File: src/rtl/sseg_pkg.sv
// sseg_pkg: segment constants, polarity helper and index width for sseg_scan_driver.
package sseg_pkg;
  localparam int N_DIGITS_MAX = 8;
  localparam int IDX_W = $clog2(N_DIGITS_MAX);
  localparam logic [6:0] SEG_0 = 7'h3F;
  localparam logic [6:0] SEG_1 = 7'h06;
  localparam logic [6:0] SEG_2 = 7'h5B;
  localparam logic [6:0] SEG_3 = 7'h4F;
  localparam logic [6:0] SEG_4 = 7'h66;
  localparam logic [6:0] SEG_5 = 7'h6D;
  localparam logic [6:0] SEG_6 = 7'h7D;
  localparam logic [6:0] SEG_7 = 7'h07;
  localparam logic [6:0] SEG_8 = 7'h7F;
  localparam logic [6:0] SEG_9 = 7'h6F;
  localparam logic [6:0] SEG_A = 7'h77;
  localparam logic [6:0] SEG_B = 7'h7C;
  localparam logic [6:0] SEG_C = 7'h39;
  localparam logic [6:0] SEG_D = 7'h5E;
  localparam logic [6:0] SEG_E = 7'h79;
  localparam logic [6:0] SEG_F = 7'h71;
  localparam logic [6:0] SEG_OFF = 7'h00;
  function automatic logic [7:0] apply_pol(input logic [7:0] v, input logic active_low);
    return active_low ? ~v : v;
  endfunction
endpackage

File: src/rtl/sseg_hex_decode.sv
// sseg_hex_decode: 4-bit hex to active-high 7-segment pattern (bit 0 = a).
module sseg_hex_decode
  import sseg_pkg::*;
(
  input  logic [3:0] hex,
  output logic [6:0] seg
);
  always_comb begin
    case (hex)
      4'h0: seg = SEG_0;
      4'h1: seg = SEG_1;
      4'h2: seg = SEG_2;
      4'h3: seg = SEG_3;
      4'h4: seg = SEG_4;
      4'h5: seg = SEG_5;
      4'h6: seg = SEG_6;
      4'h7: seg = SEG_7;
      4'h8: seg = SEG_8;
      4'h9: seg = SEG_9;
      4'hA: seg = SEG_A;
      4'hB: seg = SEG_B;
      4'hC: seg = SEG_C;
      4'hD: seg = SEG_D;
      4'hE: seg = SEG_E;
      default: seg = SEG_F;
    endcase
  end
endmodule

File: src/rtl/sseg_scan_driver.sv
// sseg_scan_driver: N-digit 7-seg scan with frame-synced load, PWM and blink option SSEG_BLINK_EN.
module sseg_scan_driver
  import sseg_pkg::*;
#(
  parameter int N_DIGITS = 6,
  parameter int SCAN_DIV = 65536,
  parameter int PWM_BITS = 3,
  parameter int AN_ACTIVE_LOW = 1,
  parameter int SEG_ACTIVE_LOW = 1
`ifdef SSEG_BLINK_EN
  , parameter int BLINK_FRAMES = 64
`endif
) (
  input  logic                    clk,
  input  logic                    rst,
`ifdef SSEG_BLINK_EN
  input  logic [N_DIGITS-1:0]     blink_in,
`endif
  input  logic [4*N_DIGITS-1:0]   digits_in,
  input  logic [N_DIGITS-1:0]     dp_in,
  input  logic [N_DIGITS-1:0]     blank_in,
  input  logic                    load_req,
  output logic                    load_ack,
  input  logic [PWM_BITS-1:0]     brightness,
  output logic [6:0]              sseg,
  output logic                    dp,
  output logic [N_DIGITS-1:0]     an,
  output logic                    frame_tick
);
  localparam int DIV_W = $clog2(SCAN_DIV);
  localparam logic [DIV_W-1:0] DIV_LAST = DIV_W'(SCAN_DIV - 1);
  localparam logic [DIV_W-1:0] PHASE_LEN = DIV_W'(SCAN_DIV >> PWM_BITS);
  localparam logic [IDX_W-1:0] IDX_LAST = IDX_W'(N_DIGITS - 1);
  logic [DIV_W-1:0] div_cnt;
  logic [IDX_W-1:0] idx;
  logic [4*N_DIGITS-1:0] active_digits;
  logic [N_DIGITS-1:0] active_dp, active_blank, blank_eff;
  logic [PWM_BITS-1:0] phase;
  logic [3:0] hex_cur;
  logic [6:0] seg_cur;
  logic tick, frame_end, capture, lit, dp_cur, blank_cur;
  assign tick = div_cnt == DIV_LAST;
  assign frame_end = tick && idx == IDX_LAST;
  assign capture = frame_end && load_req;
  assign phase = PWM_BITS'(div_cnt / PHASE_LEN);
  assign lit = div_cnt != '0 && phase <= brightness;
  assign hex_cur = 4'(active_digits >> {idx, 2'b00});
  assign dp_cur = 1'(active_dp >> idx);
  assign blank_cur = 1'(blank_eff >> idx);
  sseg_hex_decode u_dec (.hex(hex_cur), .seg(seg_cur));
`ifdef SSEG_BLINK_EN
  localparam int FC_W = BLINK_FRAMES > 1 ? $clog2(BLINK_FRAMES) : 1;
  localparam logic [FC_W-1:0] FC_LAST = FC_W'(BLINK_FRAMES - 1);
  logic [N_DIGITS-1:0] active_blink;
  logic [FC_W-1:0] frame_cnt;
  logic blink_phase;
  always_ff @(posedge clk or posedge rst) begin
    if (rst) begin
      active_blink <= '0;
      frame_cnt <= '0;
      blink_phase <= 1'b0;
    end else begin
      if (capture) active_blink <= blink_in;
      if (frame_end) frame_cnt <= frame_cnt == FC_LAST ? '0 : frame_cnt + 1'b1;
      if (frame_end && frame_cnt == FC_LAST) blink_phase <= ~blink_phase;
    end
  end
  assign blank_eff = active_blank | (active_blink & {N_DIGITS{blink_phase}});
`else
  assign blank_eff = active_blank;
`endif
  always_ff @(posedge clk or posedge rst) begin
    if (rst) begin
      div_cnt <= '0;
      idx <= '0;
      active_digits <= '0;
      active_dp <= '0;
      active_blank <= '1;
      load_ack <= 1'b0;
      frame_tick <= 1'b0;
      an <= N_DIGITS'(apply_pol(8'h00, AN_ACTIVE_LOW != 0));
      {dp, sseg} <= apply_pol({1'b0, SEG_OFF}, SEG_ACTIVE_LOW != 0);
    end else begin
      div_cnt <= tick ? '0 : div_cnt + 1'b1;
      if (tick) idx <= idx == IDX_LAST ? '0 : idx + 1'b1;
      frame_tick <= frame_end;
      load_ack <= capture;
      if (capture) begin
        active_digits <= digits_in;
        active_dp <= dp_in;
        active_blank <= blank_in;
      end
      an <= N_DIGITS'(apply_pol(8'(lit ? N_DIGITS'(1) << idx : N_DIGITS'(0)), AN_ACTIVE_LOW != 0));
      {dp, sseg} <= apply_pol(blank_cur ? {1'b0, SEG_OFF} : {dp_cur, seg_cur}, SEG_ACTIVE_LOW != 0);
    end
  end
endmodule
File: config.mk
export PLATFORM = sky130hd
export DESIGN_NAME = sseg_scan_driver
export DESIGN_NICKNAME = d
export VERILOG_FILES = /design/src/rtl/sseg_pkg.sv /design/src/rtl/sseg_hex_decode.sv /design/src/rtl/sseg_scan_driver.sv
export SDC_FILE = /design/constraint.sdc
export NUM_CORES = 1
export LEC_CHECK = 0
export ABC_AREA = 1
export CAP_MARGIN = 10
export CELL_PAD_IN_SITES_DETAIL_PLACEMENT = 1
export CELL_PAD_IN_SITES_GLOBAL_PLACEMENT = 2
export CORE_MARGIN = 1
export CORE_UTILIZATION = 34
export DETAILED_ROUTE_END_ITERATION = 10
export PLACE_DENSITY = 0.89
export SYNTH_ARGS = -nofsm -noshare
export SYNTH_HDL_FRONTEND = slang
export SYNTH_HIERARCHICAL = 1
export SYNTH_SLANG_ARGS = --single-unit
File: constraint.sdc
create_clock -name clk -period 5.6 [get_ports clk]
set_input_delay 1.12 -clock clk [delete_from_list [all_inputs] [get_ports clk]]
set_output_delay 1.12 -clock clk [all_outputs]
set_load 0.01 [all_outputs]
==> results.ini <==
[detailed_routing]
dr.first_iter.drc_count=140
drcViolationCount=0
drtAntennaViolNets=0
post_drt_wl_per_cell_microns=14.6
vias=3166
routed_wl_microns=9380
vias_per_cell=4.92
drtPass1Iterations=4

[sta]
worst_pin_slew_ps=972
slew_headroom=0.350
setup-tns-final_ps=0
period_needed_ps=2730
hold_viol_final=0
slew_viol_final=0
rsz0062_at_grt=no
fin_skew_ps=10.3
hold_ws_ps=471
fin_crit_sh=0.487
finalSetupViolations=0
timing.fmax_mhz=366

[synth]
synth_cells=453
synth_top_family_by_area=simple AND/OR/NAND/NOR gates
netlist_area_sq_um=3710
synth_most_common_cell=nand2_1
synthAdderAreaFrac=0.0438
synth_top_area_cell=dfrtp_1
synthXorXnorAreaFrac=0.0212
synth_common_cells=nand2_1 (165), dfrtp_1 (51), nand4_1 (43)
async_flop_share=1.00
yosys-top-cells-area=dfrtp_1 (34%), nand2_1 (17%), dfstp_2 (14%), nand4_1 (7.2%), ha_1 (4.4%)
synth_warnings=6
synth_flop_cell=dfrtp_1
syn_area_per_cell_sq_um=8.19
synth_top_area_share=0.344
synth_compound_area_frac=0.0300
synth_edf_count=0
synth_fp_nets=508
seq_area_frac_synth=0.486
synth_cell_types=28
muxShareOfSynthArea=0
synth-seq-cells=71
yosys.area_share.simple=0.346

[critical_path]
reg2reg_depth=11
cp.required_ps=5860
critPathKind=register to register
crit_fanout=44
cp_data_arrival_time_ps=2990
worst_setup_path_start_kind=register
endpoint_kind=register

[cts]
root_buffer=clkbuf_8
hold_buffers=0
cts_resized=0
ctsLongestPathBuffers=2
clk_pin_slew_worst_paths_ps=70
tritoncts=built
clkSinkCount=71
worstSkewPairLatency_ps=340
cts_htree_levels=3
cts_setup_buffers=0
cts_buffers=9

[floorplan]
start_util=0.355
fp.dieArea_sq_um=11300
ioPinCount=58
dieHeight_microns=106
fp-row-count=37
core_area_sq_um=10500
die_x_microns=106

[layout]
nets=557
area_growth_pct=24.5
layout-drive-gt1-share=0.107
n_antenna_cell=0

[grt]
grt_pass1_wl_microns=16200
overflow=0
grt_usage=0.182
grt_pass1_vias=3381
antenna_found_initial=0
grt_max_degree=50

[power]
leakage_uw=0.00228
p_total_uw=1150
powerDensity_nw_per_um2=250
max-vdd-ir-drop_mv=0.139

[placed_design]
io_buffers=57
dp_hpwl_microns=6660
routabilityCongestion=0.845

[hold_path]
hold_path_class=register to register
holdPathStages=2

[outcome]
status=finished clean

[flow_run]
maxCapViolCount=0

[power by group]
| part | switching (uW) | leakage, uW | internal (uW) | total, uW |
|---|---|---|---|---|
| logic | 20.6 | 0.00123 | 27.3 | 47.9 |
| clock network | 194 | 0.000146 | 398 | 592 |
| registers | 0.229 | 0.000906 | 514 | 514 |
[final timing paths]
path                       slack (ps)             from              end
min in group asynchronous        1310              rst      div_cnt[14]
max reg2reg                      2870           idx[2]          sseg[3]
min reg2reg                       470  active_blank[5]  active_blank[5]
min                               470  active_blank[5]  active_blank[5]
max in group asynchronous        3340              rst          sseg[3]
max                              2870           idx[2]          sseg[3]
[cell type report]
class,count,area [sq um]
clock buffers,10,138
clock inverters,6,155
fillers,1317,5840
inverters,36,135
multi-input cells,325,1640
flip-flops and latches,71,1800
well taps,136,170
repair buffers,59,586
[critical path, stage by stage, from the launching register on]
cell     delay [ps]
dfrtp_1         490
inv_1           260
nor2_4          820
a32oi_1         110
nand2_1         220
inv_1           120
ha_1            290
nand2_1          60
o21ai_0          90
nand2_1          60
nand2_1          70
nand2_1          50
[metrics by stage]
step           utilization  setup slack [ps]  cells  cell area (sq um)
3_3_place_gp         0.414              2900    627               4330
5_1_grt              0.442              2550    643               4620
4_1_cts              0.442              2850    643               4620
2_1_floorplan            -              2720    453               3710
6_report             0.442              2870    643               4620
3_5_place_dp         0.414              2840    627               4330
[per-layer routing]
metal	GRT usage	wire (microns)	vias up
li1	-	-	1563
met4	0.0646	167	0
met3	0.0349	271	16
met5	0	0	-
met2	0.305	4590	63
met1	0.234	4350	1524
[sequential cells by signal, summed over array words and instances, names as in the netlist]
| name | flops |
|---|---|
| load_ack | 1 |
| active_blank | 6 |
| dp | 1 |
| frame_tick | 1 |
| idx | 3 |
| div_cnt | 16 |
| an | 6 |
| active_digits | 24 |
| sseg | 7 |
| active_dp | 6 |
[kinds of logic after synthesis]
family | Yosys count
simple gates | 285
flops | 71
fa+ha+maj | 13
xor+xnor | 9
compound gates | 18
buf+inv | 57
[layout by cell type (no fill, tap or decap), types with 7 or more instances in the layout]
cell	count
nand4_1	43
nand3_1	24
clkbuf_8	10
nor2_1	38
xor2_1	8
clkdlybuf4s50_1	57
nand2_1	165
o21ai_0	7
inv_1	32
ha_1	13
dfrtp_1	51
dfstp_2	20
No activity file was read; power rests on OpenSTA's default activity.
